`config.mk`:
```
export PLATFORM = sky130hd
export DESIGN_NAME = palette_bank_dbuf
export DESIGN_NICKNAME = d
export VERILOG_FILES = /design/src/rtl/palette_pkg.sv /design/src/rtl/palette_lookup_ch.sv /design/src/rtl/palette_bank_dbuf.sv
export SDC_FILE = /design/constraint.sdc
export NUM_CORES = 2
export LEC_CHECK = 0
export ABC_CLOCK_PERIOD_IN_PS = 2720
export CAP_MARGIN = 25
export CORE_UTILIZATION = 40
export DETAILED_ROUTE_END_ITERATION = 12
export GPL_TIMING_DRIVEN = 0
export HOLD_SLACK_MARGIN = 0.02
export PLACE_DENSITY = 0.63
export SLEW_MARGIN = 20
export SYNTH_ARGS = -nofsm -noshare
export SYNTH_HDL_FRONTEND = slang
export SYNTH_HIERARCHICAL = 1
export SYNTH_SLANG_ARGS = --single-unit
```
`constraint.sdc`:
```
create_clock -name Clk -period 2.72 [get_ports Clk]
set_input_delay 0.408 -clock Clk [delete_from_list [all_inputs] [get_ports Clk]]
set_output_delay 0.408 -clock Clk [all_outputs]
set_load 0.05 [all_outputs]
```
`src/rtl/palette_pkg.sv`:
```
// palette_pkg: shared types, the power-on colour table and the fade helper
// for the double-buffered sprite palette (palette_bank_dbuf).
package palette_pkg;

  localparam int DEF_COLOR_W = 4;
  localparam int DEF_ENTRIES = 16;

  typedef struct packed {
    logic [DEF_COLOR_W-1:0] r;
    logic [DEF_COLOR_W-1:0] g;
    logic [DEF_COLOR_W-1:0] b;
  } rgb_t;

  // Classic 16-colour table, replicated into every palette at reset
  localparam rgb_t DEFAULT_PALETTE [DEF_ENTRIES] = '{
    12'h000, 12'h00A, 12'h0A0, 12'h0AA,
    12'hA00, 12'hA0A, 12'hA50, 12'hAAA,
    12'h555, 12'h55F, 12'h5F5, 12'h5FF,
    12'hF55, 12'hF5F, 12'hFF5, 12'hFFF
  };

  // Default colour for an entry; indices beyond the table wrap around it
  function automatic logic [3*DEF_COLOR_W-1:0] default_rgb(input int unsigned idx);
    return DEFAULT_PALETTE[idx % DEF_ENTRIES];
  endfunction

  // Scale one component by a fade level: (c * lvl) >> w, truncated
  function automatic logic [15:0] fade_comp(input logic [15:0] c,
                                            input logic [15:0] lvl,
                                            input int unsigned w);
    logic [31:0] prod;
    prod = 32'(c) * 32'(lvl);
    return 16'(prod >> w);
  endfunction

endpackage

```
`src/rtl/palette_lookup_ch.sv`:
```
// palette_lookup_ch: one registered lookup channel. Registers the looked-up
// colour, flags the transparent index and, when PALETTE_FADE_EN is defined,
// adds a second stage that applies the fade level.
module palette_lookup_ch
  import palette_pkg::*;
#(
  parameter int IDX_W      = 4,
  parameter int COLOR_W    = 4,
  parameter int TRANSP_IDX = 0
) (
  input  logic                 clk,
  input  logic                 rst_n,
  input  logic                 rd_valid,
  input  logic [IDX_W-1:0]     rd_idx,
  input  logic [3*COLOR_W-1:0] lookup_rgb,
`ifdef PALETTE_FADE_EN
  input  logic [COLOR_W-1:0]   fade_lvl,
`endif
  output logic                 rgb_valid,
  output logic [COLOR_W-1:0]   red,
  output logic [COLOR_W-1:0]   green,
  output logic [COLOR_W-1:0]   blue,
  output logic                 transparent
);

  logic is_transp;
  assign is_transp = (rd_idx == IDX_W'(TRANSP_IDX));

`ifdef PALETTE_FADE_EN
  logic                 s1_valid;
  logic                 s1_transp;
  logic [3*COLOR_W-1:0] s1_rgb;
  logic [COLOR_W-1:0]   s1_lvl;

  // Stage 1: capture the raw colour and fade level; hold while idle
  always_ff @(posedge clk or negedge rst_n) begin
    if (!rst_n) begin
      s1_valid  <= 1'b0;
      s1_transp <= 1'b0;
      s1_rgb    <= '0;
      s1_lvl    <= '0;
    end else begin
      s1_valid <= rd_valid;
      if (rd_valid) begin
        s1_transp <= is_transp;
        s1_rgb    <= lookup_rgb;
        s1_lvl    <= fade_lvl;
      end
    end
  end

  // Stage 2: scale each component by the captured fade level
  always_ff @(posedge clk or negedge rst_n) begin
    if (!rst_n) begin
      rgb_valid   <= 1'b0;
      transparent <= 1'b0;
      red         <= '0;
      green       <= '0;
      blue        <= '0;
    end else begin
      rgb_valid <= s1_valid;
      if (s1_valid) begin
        transparent <= s1_transp;
        red   <= COLOR_W'(fade_comp(16'(s1_rgb[3*COLOR_W-1 -: COLOR_W]), 16'(s1_lvl), COLOR_W));
        green <= COLOR_W'(fade_comp(16'(s1_rgb[2*COLOR_W-1 -: COLOR_W]), 16'(s1_lvl), COLOR_W));
        blue  <= COLOR_W'(fade_comp(16'(s1_rgb[COLOR_W-1:0]), 16'(s1_lvl), COLOR_W));
      end
    end
  end
`else
  // Single stage: register the colour as-is; hold while idle
  always_ff @(posedge clk or negedge rst_n) begin
    if (!rst_n) begin
      rgb_valid   <= 1'b0;
      transparent <= 1'b0;
      red         <= '0;
      green       <= '0;
      blue        <= '0;
    end else begin
      rgb_valid <= rd_valid;
      if (rd_valid) begin
        transparent <= is_transp;
        red         <= lookup_rgb[3*COLOR_W-1 -: COLOR_W];
        green       <= lookup_rgb[2*COLOR_W-1 -: COLOR_W];
        blue        <= lookup_rgb[COLOR_W-1:0];
      end
    end
  end
`endif

endmodule

```
`src/rtl/palette_bank_dbuf.sv`:
```
// palette_bank_dbuf: double-buffered, runtime-writable sprite palette bank.
// Writes land in a back copy; a commit copies back to front at the next
// frame_start so colours never change mid-frame. N_CH independent lookup
// channels read the front copy. Optional feature macro: PALETTE_FADE_EN
// (adds fade_lvl input and a second lookup stage).
module palette_bank_dbuf
  import palette_pkg::*;
#(
  parameter int IDX_W      = 4,
  parameter int COLOR_W    = 4,
  parameter int NUM_PAL    = 4,
  parameter int N_CH       = 2,
  parameter int TRANSP_IDX = 0,
  localparam int PAL_W     = (NUM_PAL > 1) ? $clog2(NUM_PAL) : 1,
  localparam int ENTRIES   = 2 ** IDX_W
) (
  input  logic                    Clk,
  input  logic                    Reset_n,
  input  logic                    wr_en,
  input  logic [PAL_W-1:0]        wr_pal,
  input  logic [IDX_W-1:0]        wr_idx,
  input  logic [3*COLOR_W-1:0]    wr_rgb,
  input  logic                    commit,
  input  logic                    frame_start,
  output logic                    swap_pending,
  input  logic [N_CH-1:0]         rd_valid,
  input  logic [N_CH*PAL_W-1:0]   rd_pal,
  input  logic [N_CH*IDX_W-1:0]   rd_idx,
`ifdef PALETTE_FADE_EN
  input  logic [COLOR_W-1:0]      fade_lvl,
`endif
  output logic [N_CH-1:0]         rgb_valid,
  output logic [N_CH*COLOR_W-1:0] red,
  output logic [N_CH*COLOR_W-1:0] green,
  output logic [N_CH*COLOR_W-1:0] blue,
  output logic [N_CH-1:0]         transparent
);

  logic [3*COLOR_W-1:0] front [NUM_PAL][ENTRIES];
  logic [3*COLOR_W-1:0] back  [NUM_PAL][ENTRIES];
  logic                 do_swap;
  logic                 wr_ok;

  // Widen/narrow each 4-bit default component to COLOR_W
  function automatic logic [3*COLOR_W-1:0] def_entry(input int unsigned e);
    logic [11:0] d;
    d = default_rgb(e);
    return {COLOR_W'(d[11:8]), COLOR_W'(d[7:4]), COLOR_W'(d[3:0])};
  endfunction

  assign do_swap = frame_start && (swap_pending || commit);
  assign wr_ok   = wr_en && (int'(wr_pal) < NUM_PAL);

  // Storage and commit: swap copies pre-edge back contents, a concurrent write lands in back only
  always_ff @(posedge Clk or negedge Reset_n) begin
    if (!Reset_n) begin
      swap_pending <= 1'b0;
      for (int p = 0; p < NUM_PAL; p++) begin
        for (int e = 0; e < ENTRIES; e++) begin
          front[p][e] <= def_entry(e);
          back[p][e]  <= def_entry(e);
        end
      end
    end else begin
      if (do_swap) begin
        front <= back;
      end
      if (wr_ok) begin
        back[wr_pal][wr_idx] <= wr_rgb;
      end
      swap_pending <= do_swap ? 1'b0 : (swap_pending | commit);
    end
  end

  for (genvar ch = 0; ch < N_CH; ch++) begin : g_ch
    logic [PAL_W-1:0]     ch_pal;
    logic [IDX_W-1:0]     ch_idx;
    logic [3*COLOR_W-1:0] ch_rgb;

    assign ch_pal = rd_pal[ch*PAL_W +: PAL_W];
    assign ch_idx = rd_idx[ch*IDX_W +: IDX_W];

    // Read the front copy; a nonexistent palette reads as black
    always_comb begin
      ch_rgb = '0;
      if (int'(ch_pal) < NUM_PAL) begin
        ch_rgb = front[ch_pal][ch_idx];
      end
    end

    palette_lookup_ch #(
      .IDX_W      (IDX_W),
      .COLOR_W    (COLOR_W),
      .TRANSP_IDX (TRANSP_IDX)
    ) u_ch (
      .clk         (Clk),
      .rst_n       (Reset_n),
      .rd_valid    (rd_valid[ch]),
      .rd_idx      (ch_idx),
      .lookup_rgb  (ch_rgb),
`ifdef PALETTE_FADE_EN
      .fade_lvl    (fade_lvl),
`endif
      .rgb_valid   (rgb_valid[ch]),
      .red         (red[ch*COLOR_W +: COLOR_W]),
      .green       (green[ch*COLOR_W +: COLOR_W]),
      .blue        (blue[ch*COLOR_W +: COLOR_W]),
      .transparent (transparent[ch])
    );
  end

endmodule

```
======== Word level (Yosys, flattened, before mapping) ========
Index checks and enable logic that the tools add are counted.
operators by class
  bitwise logic cells ..................... 7
  muxes and demuxes ....................... 18
  reductions and logical operators ........ 6
  order comparisons ....................... 8
operators with widths
  cell                number
  $mux 192            5
  $bmux 192 s2        2
  $bwmux 768          1
  $demux 192 s2       1
  $bmux 12 s4         2
  $mux 12             5
  $demux 12 s4        1
  $ge 5x5->1 const B  3
  $not 4->5           3
  $ge 3x3->1 const B  3
  $not 2->3           3
  $logic_not 4->1     2
  $lt 5x1->1 const B  1
  $logic_and 1x1->1   3
  $lt 3x1->1 const B  1
  $logic_or 1x1->1    1
  $mux 1              1
  $or 1x1->1          1
storage, ports and cells
  word-level logic and storage cells ...... 178
  output and inout bits ................... 29
  input bits .............................. 37
  flip-flop bits (word level) ............. 1,565

======== Longest topological paths before layout ========
  word-level depth ........................ 8
  mapped depth ............................ 10
  mapped depth without buffers ............ 6

======== Hierarchy ========
Netlist, hierarchy kept.
modules (own cells, without submodules)
  module             instances  cells each  area each (um2)  sequential area each (um2)
  palette_bank_dbuf  1          4,242       70,292.4         39,422.8
  palette_lookup_ch  2          29          551.8            350.3

======== Worst setup path after synthesis ========
Ideal clock, no wire load.
  path kind ............................... input -> register
  start point ............................. input rd_pal[0]
  end point ............................... register g_ch[0].u_ch.blue[3]
  path buffers ............................ 3
  setup slack ............................. 0.265 ns
  stages .................................. 8
  setup time .............................. 0.125 ns
  data arrival time ....................... 2.331 ns
  path through ............................ buf_2 buf_6 buf_6 mux4_2 mux4_2 a32oi_1 nand2_1 mux2_2
between the ends
  word-level cells in the longest chain between the ends .. 7
RTL lines
  element                                      line                     source
  start, declared                              palette_bank_dbuf.sv:27  input logic [N_CH*PAL_W-1:0] rd_pal,
  $not 2->3 (implied by the code)              palette_bank_dbuf.sv:87  ch_rgb = front[ch_pal][ch_idx];
  $bmux 192 s2                                 palette_bank_dbuf.sv:87
  $mux 192 (implied by the code) (2 in a row)  palette_bank_dbuf.sv:87
  $bmux 12 s4                                  palette_bank_dbuf.sv:87
  $mux 12 (implied by the code) (2 in a row)   palette_bank_dbuf.sv:87
  via g_ch[0].ch_rgb[3]                        palette_bank_dbuf.sv:78  logic [3*COLOR_W-1:0] ch_rgb;
  end signal, assigned                         palette_lookup_ch.sv:85  blue <= lookup_rgb[COLOR_W-1:0];
  end, declared                                palette_lookup_ch.sv:22  output logic [COLOR_W-1:0] blue,
The timed path passes the listed nets, and every way through them passes these cells. The select of a mux whose other input is x is not followed.
A chain may end at the register's enable or synchronous reset.

======== Worst setup path in the final report ========
  start point ............................. input rd_idx[4]
  end point ............................... register g_ch[1].u_ch.blue[0]
between the ends
  word-level cells in the longest chain between the ends .. 4
RTL lines
  element                                     line                     source
  start, declared                             palette_bank_dbuf.sv:28  input logic [N_CH*IDX_W-1:0] rd_idx,
  $not 4->5 (implied by the code)             palette_bank_dbuf.sv:87
  $bmux 12 s4                                 palette_bank_dbuf.sv:87
  $mux 12 (implied by the code) (2 in a row)  palette_bank_dbuf.sv:87
  via g_ch[1].ch_rgb[0]                       palette_bank_dbuf.sv:78
  end signal, assigned                        palette_lookup_ch.sv:85
  end, declared                               palette_lookup_ch.sv:22
The timed path passes the listed nets, and every way through them passes these cells. The select of a mux whose other input is x is not followed.

==> metrics.txt <==
Detailed Routing Iterations Pass 1 6; post-synthesis sequential area ratio 56.20%; Die ar. 0.1802 sq mm; Critical path buffers and inverters 4; max-slew violation count 0; Setup TNS -3.524 ns; run status finished with violations; Final Cell Area 0.08264 sq mm; CTS tree built; Min-Delay Startpoint wr_rgb[11]; Distinct cells, synth 45; Hold Path Class in -> reg; CP max stage cell clkdlybuf4s50_1; Post-synth EDFFs 0; PortBufs 49; Max Cap Violations 0; initial antenna violation count 25; gpl congestion 1.116; WL per Instance 36.89 um; mean area per synthesized cell 16.60 sq um; grt ovf 0; Worst R2R Setup Slack 0.01 ns; reg2reg start swap_pending; Final ANT Viol Nets 0; final HPWL from detailed placement 192000 um; number of clock sinks 1565; Longest Clk Path Bufs 3; ys flop type dfrtp_1; synthesis-to-layout area growth 15.75%; Setup crit end kind flip-flop; Ports 66; post-synth net total 4337; share of layout cells above drive strength 1 71.65%; vias post-DR 42986; CTS Root Cell clkbuf_16; Syn. warnings 6; startpoint types input pin; skew final 0.04140 ns; Top Family by Delay on Critical Path buffers and inverters; Hold Path Depth 2; post-DR vias/cell 6.071; # Post-CTS Setup Buffers 0; total wire length 261200 um; worst-skew pair later-pin latency 0.83 ns; Yosys reg bits 1565; reg2reg end front[261]; mapped cell area 0.07140 sq mm; Worst-path clk slew 0.06 ns; most common cell after layout, fill and taps aside mux2_2; CP max FO 10; Total GRT Usage 29.19%; first-pass GRT wire length 360300 um; FF-to-FF path depth 5; Rows 154; Cells after Synth 4300; most frequent cells in the layout mux2_2, dfrtp_1, dfstp_2; Die H 424.5 um; fin crit period 2.901 ns; headroom to the max-slew limit 20.57%; DR iter-0 viols 4387; final setup fails 66; pwr dens 798.9 mW/mm^2; largest net degree at the start of global routing 152; number of global-route vias before repair 43765; final period utilization 106.6%; Worst EP required 3.43 ns; CP Class in -> reg; Initial Utilization 40.41%; final-stage net count 4615; Critical Path, Cell by Cell clkdlybuf4s50_1 -> buf_4 -> buf_4 -> buf_4 -> nand2_2 -> o221ai_1 -> o22ai_1 -> mux2_4; Post-DP Area 0.07622 sq mm; f_max 344.8 MHz; FFs w/ async S/R, synth 100.0%; Die X 424.5 um; DR DRC count 0; worst path arrival time 3.61 ns; Lkg Pwr 35.58 nW; Num CTS Buffers 169; Core ar. 0.1767 sq mm; maximum vdd drop 0.7530 mV; Hold Vio Cnt, Final 0; max incr delay on CP 0.69 ns; worst slew pin tran 1.191 ns; critical path's most frequent cell buf_4; failing checks setup timing; setup ws final -0.1806 ns; H-tree levels 4; Hold Path End back[11]
[Yosys cell counts (2+ instances only)]
cell type     n  area, sq um
mux2_2     1563        17600
dfrtp_1     797        19940
dfstp_2     768        20180
mux4_2      410         9234
clkbuf_1    236        885.9
mux2i_1      74        740.7
buf_2        70        350.3
nand2_1      59        221.5
nor2_1       39        146.4
buf_1        38        142.6
o221ai_1     28        245.2
a22oi_1      21        157.7
mux2_4       20        300.3
o22ai_1      18        112.6
buf_4        15        112.6
nor2b_1      15        93.84
a21o_1       12        90.09
nand2b_1     11        68.82
a211oi_1     10        75.07
o21bai_1     10        75.07
a221oi_1      9        78.83
buf_6         9        101.4
o31ai_1       8        60.06
o21ai_1       7        35.03
or2_2         7        43.79
nor3_1        6        30.03
o211ai_1      6        45.04
o21ai_0       6        30.03
nor4_1        5        31.28
and2_1        4        25.02
a32o_1        2        20.02
inv_1         2        7.510
o221a_2       2        22.52
or2_0         2        12.51
[how the worst max path moves through the flow]
stage	startpoint	endpoint	slack, ns	cells after the start
after floorplan	rd_pal[0]	g_ch[0].u_ch/blue[3]	0.26	8
after global placement	Reset_n	front[667]	-67.60	1
after detailed placement	rd_idx[0]	g_ch[0].u_ch/red[1]	-2.69	9
after CTS	swap_pending	front[655]	0.02	5
after global routing	rd_idx[2]	g_ch[0].u_ch/blue[1]	-0.007	8
final	rd_idx[4]	g_ch[1].u_ch/blue[0]	-0.18	8
[flip-flops by register name, indices dropped and copies added (netlist names)]
register	cells
g_ch.u_ch/red	8
g_ch.u_ch/transparent	2
g_ch.u_ch/blue	8
back	768
front	768
swap_pending	1
g_ch.u_ch/rgb_valid	2
g_ch.u_ch/green	8
[power by group]
part           internal, mW  switching (mW)
Clock                  14.2            9.95
Combinational          5.68            5.52
Sequential             28.2            2.41
[layer usage]
layer,part of all wire [%],track usage (%)
met1,40,37.99
met2,45,43.42
met3,7.7,6.989
met4,7.6,19.45
met5,0,0.1587
[metrics by stage]
step | setup WS (ns) | std cells | utilization (%) | power [mW] | hold slack [ns]
2_1_floorplan | 0.2647 | 4300 | - | 37.00 | 0.1124
3_3_place_gp | -67.60 | 6689 | 42.34 | 40.93 | 0.4807
3_5_place_dp | -2.689 | 6746 | 43.14 | 41.82 | 0.3669
4_1_cts | 0.01759 | 7066 | 46.70 | 66.02 | 0.09879
5_1_grt | -0.007043 | 7071 | 46.76 | 68.02 | 0.1342
6_report | -0.1806 | 7081 | 46.77 | 66.02 | 0.1409
[timing repair]
action | 4_1_cts | 5_1_grt
cloned | 0 | 2
pin swaps | 0 | 0
setup endpoints to repair | 738 | 271
hold endpoints to repair | 149 | 0
hold buffers | 1 | 0
resized for setup | 181 | 29
[cells by family after synthesis]
group / after synthesis / synth area share (%)
compound gates: 142 / 1.498
buf+inv: 371 / 2.247
flops: 1565 / 56.20
mux: 2067 / 39.04
simple gates: 155 / 1.013
[area by class of cell]
| type | count | area (sq um) |
|---|---|---|
| Multi-Input combinational cell | 2364 | 29810 |
| Clock buffer | 261 | 5151 |
| Clock inverter | 59 | 739.5 |
| Fill cell | 15190 | 94050 |
| Tap cell | 2340 | 2928 |
| Sequential cell | 1565 | 40120 |
| Buffer | 366 | 1969 |
| Antenna cell | 14 | 35.03 |
| Inverter | 3 | 11.26 |
| Timing Repair Buffer | 109 | 1874 |
Power figures use the tool's default switching activity.
